### src/rtl/fetch_fd_stage_pkg.sv
// Shared core constants: instruction width, nop encoding, decode field positions.
// Latency: n/a (types and constants only).
// Backpressure: n/a.
package fetch_fd_stage_pkg;

  localparam int OPC_W  = 5;
  localparam int INSN_W = 32;
  localparam int RD_HI  = 26;
  localparam int RS_HI  = 21;
  localparam int RT_HI  = 16;

  // All-zero word: opcode 0 with rd=rs=rt=$0, a legal architectural nop.
  localparam logic [INSN_W-1:0] NOP_INSN = 32'h0;

  typedef enum logic {
    ST_BOOT = 1'b0,
    ST_RUN  = 1'b1
  } fsm_state_e;

  function automatic logic [OPC_W-1:0] insn_opcode(input logic [INSN_W-1:0] insn);
    return insn[INSN_W-1 -: OPC_W];
  endfunction

endpackage

### src/rtl/fetch_fd_stage_pc_reg.sv
// Program counter: load a target, increment by one (modulo 2^ADDR_W) or hold.
// Latency: new value visible one posedge after the control inputs.
// Backpressure: hold whenever neither load nor inc is asserted; load beats inc.
module pc_reg #(
  parameter int                ADDR_W   = 12,
  parameter logic [ADDR_W-1:0] RESET_PC = '0
) (
  input  logic              clock,
  input  logic              reset_n,
  input  logic              load,
  input  logic [ADDR_W-1:0] load_pc,
  input  logic              inc,
  output logic [ADDR_W-1:0] pc
);

  logic [ADDR_W-1:0] pc_q;
  logic [ADDR_W-1:0] pc_d;

  // Next PC: redirect target, sequential successor, or unchanged.
  always_comb begin
    pc_d = pc_q;
    if (load) begin
      pc_d = load_pc;
    end else if (inc) begin
      pc_d = pc_q + ADDR_W'(1);
    end
  end

  // PC register with synchronous active-low reset.
  always_ff @(posedge clock) begin
    if (!reset_n) begin
      pc_q <= RESET_PC;
    end else begin
      pc_q <= pc_d;
    end
  end

  assign pc = pc_q;

endmodule

### src/rtl/fetch_fd_stage.sv
// Fetch stage and F/D latch: owns the PC, registers {ir, pc+1, valid} for decode.
// Latency: instruction at imem_addr appears on fd_ir one posedge later.
// Backpressure: stall holds PC and latch; redirect flushes and wins over stall.
module fetch_fd_stage
  import fetch_fd_stage_pkg::*;
#(
  parameter int                ADDR_W   = 12,
  parameter logic [ADDR_W-1:0] RESET_PC = '0,
  parameter int                CNT_W    = 32
) (
  input  logic              clock,
  input  logic              reset_n,
  input  logic              stall,
  input  logic              redirect,
  input  logic [ADDR_W-1:0] redirect_pc,
  output logic [ADDR_W-1:0] imem_addr,
  input  logic [INSN_W-1:0] imem_q,
  output logic [INSN_W-1:0] fd_ir,
  output logic [ADDR_W-1:0] fd_pc,
  output logic              fd_valid,
  output logic [CNT_W-1:0]  cnt_fetched,
  output logic [CNT_W-1:0]  cnt_bubbles
);

  fsm_state_e        state_q, state_d;
  logic [INSN_W-1:0] fd_ir_q, fd_ir_d;
  logic [ADDR_W-1:0] fd_pc_q, fd_pc_d;
  logic              fd_valid_q, fd_valid_d;
  logic [CNT_W-1:0]  cnt_fetched_q, cnt_fetched_d;
  logic [CNT_W-1:0]  cnt_bubbles_q, cnt_bubbles_d;
  logic [ADDR_W-1:0] pc;
  logic              pc_load;
  logic              pc_inc;

  pc_reg #(
    .ADDR_W  (ADDR_W),
    .RESET_PC(RESET_PC)
  ) u_pc_reg (
    .clock  (clock),
    .reset_n(reset_n),
    .load   (pc_load),
    .load_pc(redirect_pc),
    .inc    (pc_inc),
    .pc     (pc)
  );

  // FSM next state, F/D latch update, PC control and perf counters.
  always_comb begin
    state_d       = state_q;
    fd_ir_d       = fd_ir_q;
    fd_pc_d       = fd_pc_q;
    fd_valid_d    = fd_valid_q;
    cnt_fetched_d = cnt_fetched_q;
    cnt_bubbles_d = cnt_bubbles_q;
    pc_load       = 1'b0;
    pc_inc        = 1'b0;

    unique case (state_q)
      ST_BOOT: begin
        // One idle cycle after reset: latch and PC untouched.
        state_d = ST_RUN;
      end
      ST_RUN: begin
        if (redirect) begin
          // Whatever sits in F/D is on the wrong path, stalled or not.
          pc_load    = 1'b1;
          fd_ir_d    = NOP_INSN;
          fd_valid_d = 1'b0;
        end else if (!stall) begin
          pc_inc        = 1'b1;
          fd_ir_d       = imem_q;
          fd_pc_d       = pc + ADDR_W'(1);
          fd_valid_d    = 1'b1;
          cnt_fetched_d = cnt_fetched_q + CNT_W'(1);
        end
      end
      default: state_d = ST_BOOT;
    endcase

    // A bubble is counted for every cycle spent in RUN with an empty latch,
    // including the one left behind by the boot cycle.
    if (state_d == ST_RUN && !fd_valid_d) begin
      cnt_bubbles_d = cnt_bubbles_q + CNT_W'(1);
    end
  end

  // State, latch and counter registers; reset overrides stall and redirect.
  always_ff @(posedge clock) begin
    if (!reset_n) begin
      state_q       <= ST_BOOT;
      fd_ir_q       <= NOP_INSN;
      fd_pc_q       <= '0;
      fd_valid_q    <= 1'b0;
      cnt_fetched_q <= '0;
      cnt_bubbles_q <= '0;
    end else begin
      state_q       <= state_d;
      fd_ir_q       <= fd_ir_d;
      fd_pc_q       <= fd_pc_d;
      fd_valid_q    <= fd_valid_d;
      cnt_fetched_q <= cnt_fetched_d;
      cnt_bubbles_q <= cnt_bubbles_d;
    end
  end

  assign imem_addr   = pc;
  assign fd_ir       = fd_ir_q;
  assign fd_pc       = fd_pc_q;
  assign fd_valid    = fd_valid_q;
  assign cnt_fetched = cnt_fetched_q;
  assign cnt_bubbles = cnt_bubbles_q;

endmodule

### config.mk
export PLATFORM = sky130hd
export DESIGN_NAME = fetch_fd_stage
export DESIGN_NICKNAME = d
export VERILOG_FILES = /design/src/rtl/fetch_fd_stage_pkg.sv /design/src/rtl/fetch_fd_stage_pc_reg.sv /design/src/rtl/fetch_fd_stage.sv
export SDC_FILE = /design/constraint.sdc
export NUM_CORES = 1
export LEC_CHECK = 0
export ABC_AREA = 0
export BUFFER_PORTS_ARGS = -buffer_cell sky130_fd_sc_hd__buf_2
export CORE_UTILIZATION = 46
export CTS_CLUSTER_SIZE = 28
export DETAILED_ROUTE_END_ITERATION = 10
export HOLD_SLACK_MARGIN = 0.02
export PLACE_DENSITY = 0.77
export SETUP_SLACK_MARGIN = 0.3
export SLEW_MARGIN = 10
export SYNTH_ARGS = -nofsm -noshare
export SYNTH_HDL_FRONTEND = slang
export SYNTH_SLANG_ARGS = --single-unit
### constraint.sdc
create_clock -name clock -period 1.9 [get_ports clock]
set_input_delay 0 -clock clock [delete_from_list [all_inputs] [get_ports clock]]
set_output_delay 0 -clock clock [all_outputs]
set_load 0.03 [all_outputs]
==> summary.md, run 1 <==
| Metric | Value |
|---|---|
| Main synth FF type | dfxtp_1 |
| Final number of hold-violating endpoints | 0 |
| Mapped cell area | about 5500 sq um |
| Internal power | between 0.005 and 0.006 W |
| GP Congestion | about 0.88 |
| Mapped Nets | 697 |
| # clock sinks | 122 |
| Core footprint | 11,560 sq um |
| Synth area leader | dfxtp_1 |
| Worst Max-Slew Pin Slew | ~0.73 ns |
| Critical Path Fanout Max | 5 |
| Post-layout instance area | 9097 sq um |
| Initial antenna violation count | 0 |
| Share of synthesized registers carrying an async set or reset | 0% |
| Failing checks | design-rule violations |
| Unrepaired setup endpoints after global routing | yes |
| Power share of the clock group | 50.0% |
| IO Count | 169 |
| First-pass GRT wire length | roughly 28,000 um |
| Clk Latency, worst-skew pair | 0.41 ns |
| Final min period | roughly 1.8 ns |
| Max Clock Freq | 545.3 MHz |
| Slew Limit Fails | 0 |
| Via/cell ratio | 5.939 |
| Final Skew | 0.004934 ns |
| Outcome | finished, violations left |
| Post-Synthesis Cells | 646 |
| Avg Synthesized Cell Area | 8.553 sq um |
| Max-cap viol count | 0 |
| Area Growth Syn to Fin | 64.65% |
| CTS tree | built |
| Post-synth cell types | 45 |
| Antenna Cells | 0 |
| Die area | 12,450 sq um |
| Crit. End Element | flip-flop |
| Filler cells | 723 |
| DRT iter0 DRCs | ~570 |
| Static Leak | 3.667 nW |
| Critical Path RT | 2.25 ns |
| Placed Area | 6751 sq um |
| Share of cells above drive strength 1 | between 40% and 50% |
| Die X-Extent | 111.6 um |
| Combinational power share | around a tenth |
| WP data arrival | 2.18 ns |
| Root Driver | clkbuf_16 |
| Seq pwr share | 39.5% |
| TNS Setup | 0 ns |
| Largest cells by area after synthesis | dfxtp_1, a22oi_1, a21oi_1, mux2i_1, nand2_1 |
| Sequential area share after synthesis | between 40 and 50% |
| DRC errors left | 13 |
| Post-synth top area share | 44.20% |
| P_sw | 0.001630 W |
| 1st-pass router iterations | 8 |
| Clk buf depth | 2 |
| Detail Route Antenna Nets | 0 |
| DRT Wirelength | 19,820 um |
| CP Launch Type | flip-flop |
| Pin count of the biggest net entering global routing | 57 |
| # nets final | a little under 1k |
| Worst-path clk slew | 0.05 ns |
| Cell with the most instances after synthesis | dfxtp_1 |
| Routed wire per std cell | 18.42 um |
| Peak supply drop | 0.5106 mV |
| Synth Register Bits | 122 |
| Post-synth EDFFs | 0 |
| Num rows | 39 |
| HPWL after DPL | roughly 10,000 um |
| Sw frac | 24.31% |
| Die Span Y | 111.6 um |
| Starting Density | 47.78% |
| Number of global-route vias before repair | 5,841 |
| GRT Total Usage | 27.48% |
| Port-buffer cells | approximately 170 |
| Max-slew headroom | 51.21% |
| Synth cell count leaders | dfxtp_1, nand2_1, nor2_1, a21oi_1, clkbuf_1 |
| TritonCTS Buffers | 17 |
| Total number of vias | 6,390 |
| Fin crit share | between 90% and 100% |
| Finished Core Util | between 70% and 80% |
| Total gr overflow | 0 |
| Pwr Density | 737.0 nW/um^2 |
| Worst Setup Path Type | reg2reg |
| Ys Warns | 0 |
| Worst Hold Class | in2reg |
| H-tree depth | 4 |
| Final setup fails | 0 |
worst paths after layout:
path / startpoint / to / slack [ns] / cells past startpoint
max: cnt_bubbles[14] / cnt_bubbles[15] / 0.07 / 4
min: redirect_pc[6] / u_pc_reg.pc[6] / 0.02 / 4
max reg2reg: cnt_bubbles[14] / cnt_bubbles[15] / 0.07 / 4
min reg2reg: fd_pc[1] / fd_pc[1] / 0.46 / 2
power groups by stage:
| stage | Combinational (W) | Sequential (W) | Clock, W |
|---|---|---|---|
| after floorplan | 0.000229 | 0.00279 | 0 |
| final | 0.000705 | 0.00265 | 0.00335 |
| after CTS | 0.000606 | 0.00264 | 0.00335 |
| after global placement | 0.000507 | 0.00269 | 0 |
| after global routing | 0.000746 | 0.00265 | 0.00349 |
| after detailed placement | 0.000517 | 0.00269 | 0 |
through the flow:
stage / cells / hold slack, ns / setup slack, ns / power (W)
2_1_floorplan: 646 / 0.02772 / 0.07480 / 0.003019
3_3_place_gp: 932 / 0.2354 / 0.02792 / 0.003193
3_5_place_dp: 932 / 0.2440 / -0.005197 / 0.003206
4_1_cts: 1040 / 0.03412 / 0.09910 / 0.006588
5_1_grt: 1076 / 0.06863 / 0.03248 / 0.006889
6_report: 1076 / 0.02031 / 0.06618 / 0.006705
cell families (layout without fill, tap and decap cells):
logic type / after synthesis / after routing / synth area share [%]
AND/OR/NAND/NOR: 275 / 278 / 26.95
AO/OA/AOI/OAI: 145 / 145 / 16.87
flip-flops: 122 / 122 / 44.20
buffers and inverters: 60 / 344 / 4.280
multiplexers: 23 / 23 / 4.167
XOR/XNOR: 18 / 18 / 2.853
adder cells (fa/ha/maj): 3 / 3 / 0.6794
critical path, stage by stage (launching register included):
cell     delay, ns
dfxtp_2       0.38
nand2_2       0.11
or4_4         0.62
or4_4         0.52
a21oi_2       0.14
timing repair:
action | CTS | global route
gates cloned | 5 | 4
pin swaps | 28 | 51
hold endpoints to repair | 47 | 0
endpoints found under the setup margin | 68 | 88
hold buffers | 42 | 0
gates resized for setup | 50 | 107
setup buffers | 29 | 32
placed cells by master, fill, tap and decap left out, drive strengths merged, types with 10 or more instances in the layout:
master and instances:
a21oi 47, a22oi 35, and2 10, and4 10, buf 256, clkbuf 29, dfxtp 122, dlygate4sd3 42
mux2i 23, nand2 58, nand2b 23, nand3 22, nand4 20, nor2 54, nor4 23, o21ai 19
o31ai 26, or4 28, xnor2 11
final cells by class:
| type | count | area (sq um) | share of cell area (%) |
|---|---|---|---|
| clock buffers | 25 | 496.7 | 5.460 |
| inverters | 10 | 41.29 | 0.4539 |
| clock inverters | 7 | 112.6 | 1.238 |
| multi-input cells | 467 | 3585 | 39.40 |
| well taps | 143 | 178.9 | 1.967 |
| repair buffers | 302 | 2107 | 23.16 |
| flip-flops and latches | 122 | 2576 | 28.32 |
metal layers:
metal / track usage [%] / share of wire [%] / vias to the layer above
met1: 32.05 / 39 / 3071
met2: 46.21 / 51 / 310
li1: - / - / 2938
met4: 15.68 / 3.8 / 0
met5: 0 / 0 / -
met3: 6.696 / 6.1 / 71
(Power assumes the default switching activity.)
==> run 2: changes to the inputs <==
REMOVE_ABC_BUFFERS = 1   (was default)
==> run 2 against run 1 <==
- the run ends with design-rule violations, negative setup slack left
- register-to-register slack got worse by 0.16 ns
- final area down 3.2%
- non-clock buffer count down 3
- final cell count down 0.56%
- first-iteration DRC count shrank 7.6%
- critical path depth unchanged
- worst setup slack worse by 0.16 ns
- clock power is 17% lower
- critical endpoint is now cnt_bubbles[17]
==> summary.md, run 2 (same netlist as run 1, synthesis figures left out) <==
| Metric | Value |
|---|---|
| DRT Wirelength | 20,010 um (+0.97%) |
| Critical path's top delay family | simple AND/OR/NAND/NOR gates |
| Critical Path Fanout Max | 10 (+5) |
| Crit-path cells | nand4_1 -> or4_4 -> nor4_2 -> mux2i_1 |
| Max Clock Freq | 501.6 MHz (-8.0%) |
| Number of global-route vias before repair | 6,044 (+3.5%) |
| Crit. End Element | flip-flop |
| Pwr Density | 707.8 nW/um^2 (-4.0%) |
| Fin crit share | 104.9% (+8.4 points) |
| Peak supply drop | 0.5504 mV (+7.8%) |
| Max-slew headroom | 63.56% (+12 points) |
| Outcome | finished, violations left |
| DRT iter0 DRCs | 525 (-7.6%) |
| H-tree depth | 4 (unchanged) |
| Failing checks | design-rule violations, negative setup slack |
| Unrepaired setup endpoints after global routing | yes |
| CTS tree | built |
| Static Leak | 3.567 nW (-2.7%) |
| CP max-delay cell | or4_4 |
| Max-cap viol count | 0 (unchanged) |
| Die area | 12,450 sq um (unchanged) |
| Share of cells above drive strength 1 | 42.61% (-4.4 points) |
| Via/cell ratio | 5.997 (+0.99%) |
| Total number of vias | 6,417 (+0.42%) |
| R2r startpoint | cnt_bubbles[3] |
| Worst hold start | redirect_pc[2] |
| Area Growth Syn to Fin | 59.38% |
| Initial antenna violation count | 0 (unchanged) |
| Port-buffer cells | 168 (unchanged) |
| Starting Density | 47.78% (unchanged) |
| 1st-pass router iterations | 8 (unchanged) |
| Final number of hold-violating endpoints | 0 (unchanged) |
| Routed wire per std cell | 18.70 um (+1.5%) |
| Worst Setup Path Type | reg2reg |
| GP Congestion | 0.8505 (-3.5%) |
| FF/Latch Area | 2499 sq um (-3.0%) |
| DRC errors left | 8 (-5) |
| Cells after DPL | 945 (+1.4%) |
| Num rows | 39 (unchanged) |
| TNS Setup | -0.2037 ns (-0.2037 ns) |
| Antenna Cells | 0 (unchanged) |
| Area of the multi-input gates | 3421 sq um (-4.6%) |
| Final min period | 1.994 ns (+0.1599 ns) |
| Commonest non-fill, non-tap cell in the layout | buf_2 |
| First-pass GRT wire length | 29,700 um (+7.1%) |
| GRT Total Usage | 29.95% (+2.5 points) |
| Clk Latency, worst-skew pair | 0.41 ns (about the same) |
| Final setup fails | 3 (+3) |
| Total gr overflow | 0 (unchanged) |
| Worst-case reg-to-reg path depth | 4 (unchanged) |
| Detail Route Antenna Nets | 0 (unchanged) |
| Root Driver | clkbuf_16 |
| HPWL after DPL | 10,370 um (+3.2%) |
| Final Worst Setup Slack | -0.09367 ns (-0.1599 ns) |
| IO Count | 169 (unchanged) |
| Critical Path RT | 2.22 ns (-0.03 ns) |
| Pre-CTS WS | -0.01179 ns (-0.006593 ns) |
| Most frequent cells in the layout | buf_2, dfxtp_1, buf_4 |
| Slew Limit Fails | 0 (unchanged) |
| # clock sinks | 122 (unchanged) |
| Hold-critical path endpoint | u_pc_reg.pc[2] |
| Die X-Extent | 111.6 um (unchanged) |
| Worst Max-Slew Pin Slew | 0.5466 ns (-0.1835 ns) |
| RR Endpoint | cnt_bubbles[17] |
| # nets final | 970 (-0.10%) |
| Clk buf depth | 2 (unchanged) |
| Worst-path clk slew | 0.05 ns (about the same) |
| Slowest cell delay on critical path | 0.68 ns (+0.06 ns) |
| Worst Path Buf+Inv | 0 (unchanged) |
| Die Span Y | 111.6 um (unchanged) |
| Final Instance Count excl. Fillers | 1,070 (-0.56%) |
| Filler cells | 739 (+2.2%) |
| TritonCTS Buffers | 17 (unchanged) |
| WP data arrival | 2.32 ns (+0.14 ns) |
| Core footprint | 11,560 sq um (unchanged) |
| Final Skew | 0.005484 ns (+0.0005501 ns) |
| Worst Hold Class | in2reg |
| Pin count of the biggest net entering global routing | 46 (-19%) |
| R2R Setup Slk | -0.09 ns (-0.16 ns) |
| CP Launch Type | flip-flop |
| Hold Path Depth | 4 (unchanged) |
[run 2: changes by cell type in the layout (fill, tap and decap cells not counted), moves of 6 or more]
| cell | delta |
|---|---|
| o31ai_4 | -6 |
| a21oi_1 | +10 |
| dfxtp_4 | -20 |
| dfxtp_1 | +22 |
| buf_4 | -8 |
| a21oi_2 | -10 |
[run 2: layout make-up]
cell class / instances / share of cell area [%]
Multi-Input combinational cell: 468 / 38.85
Tap cell: 143 / 2.032
Clock inverter: 4 / 0.2558
Timing Repair Buffer: 299 / 24.65
Clock buffer: 23 / 5.314
Inverter: 10 / 0.4689
Sequential cell: 122 / 28.37
Timing Repair inverter: 1 / 0.05683
[run 2: worst min-delay path: cells and delay by family]
| family | cells | cell delay (ns) |
|---|---|---|
| buffers and inverters | 1 | 0.08 |
| and+or+nand+nor | 1 | 0.15 |
| AOI/OAI and AO/OA | 2 | 0.21 |
[run 2: metal layers]
metal | GRT usage (%) | routed length, um
met1 | 33.12 | 7912
met2 | 51.54 | 10000
met3 | 7.131 | 1030
met4 | 19.55 | 1067
met5 | 0 | 0
[run 2: metrics by stage]
step                hold WS (ns)  instance area, sq um  power [W]  util (%)
CTS                      0.04769                  8304   0.006135     71.81
floorplan                0.02772                  5326   0.003013         -
global route              0.1043                  8806   0.006388     76.14
global placement          0.2370                  6649   0.003217     57.49
detailed placement        0.2427                  6649   0.003235     57.49
finish                   0.06576                  8806   0.006233     76.14
[run 2: how the worst max path moves through the flow]
stage | cells after the start | startpoint | slack [ns] | end
floorplan | 4 | state_q | -4.02 | cnt_fetched[27]
global placement | 4 | cnt_bubbles[10] | 0.007 | cnt_bubbles[22]
detailed placement | 4 | cnt_bubbles[9] | -0.01 | cnt_bubbles[15]
CTS | 4 | cnt_bubbles[2] | 0.08 | cnt_bubbles[16]
global route | 4 | cnt_bubbles[5] | -0.11 | cnt_bubbles[17]
finish | 4 | cnt_bubbles[3] | -0.09 | cnt_bubbles[17]
[run 2: power by group]
| part | internal, W | switching [W] | total (W) | leakage (nW) |
|---|---|---|---|---|
| Sequential | 0.00261 | 0.0000597 | 0.00267 | 1.01 |
| Combinational | 0.000336 | 0.000439 | 0.000775 | 2.32 |
| Clock | 0.00169 | 0.00110 | 0.00279 | 0.240 |
[run 2: repair_timing]
item | in CTS | in global routing
setup buffers | 20 | 21
cloned | 10 | 3
hold buffers | 44 | 0
resized for setup | 98 | 73
pin swaps | 36 | 23
setup endpoints to repair | 49 | 68
endpoints found under the hold margin | 44 | 0
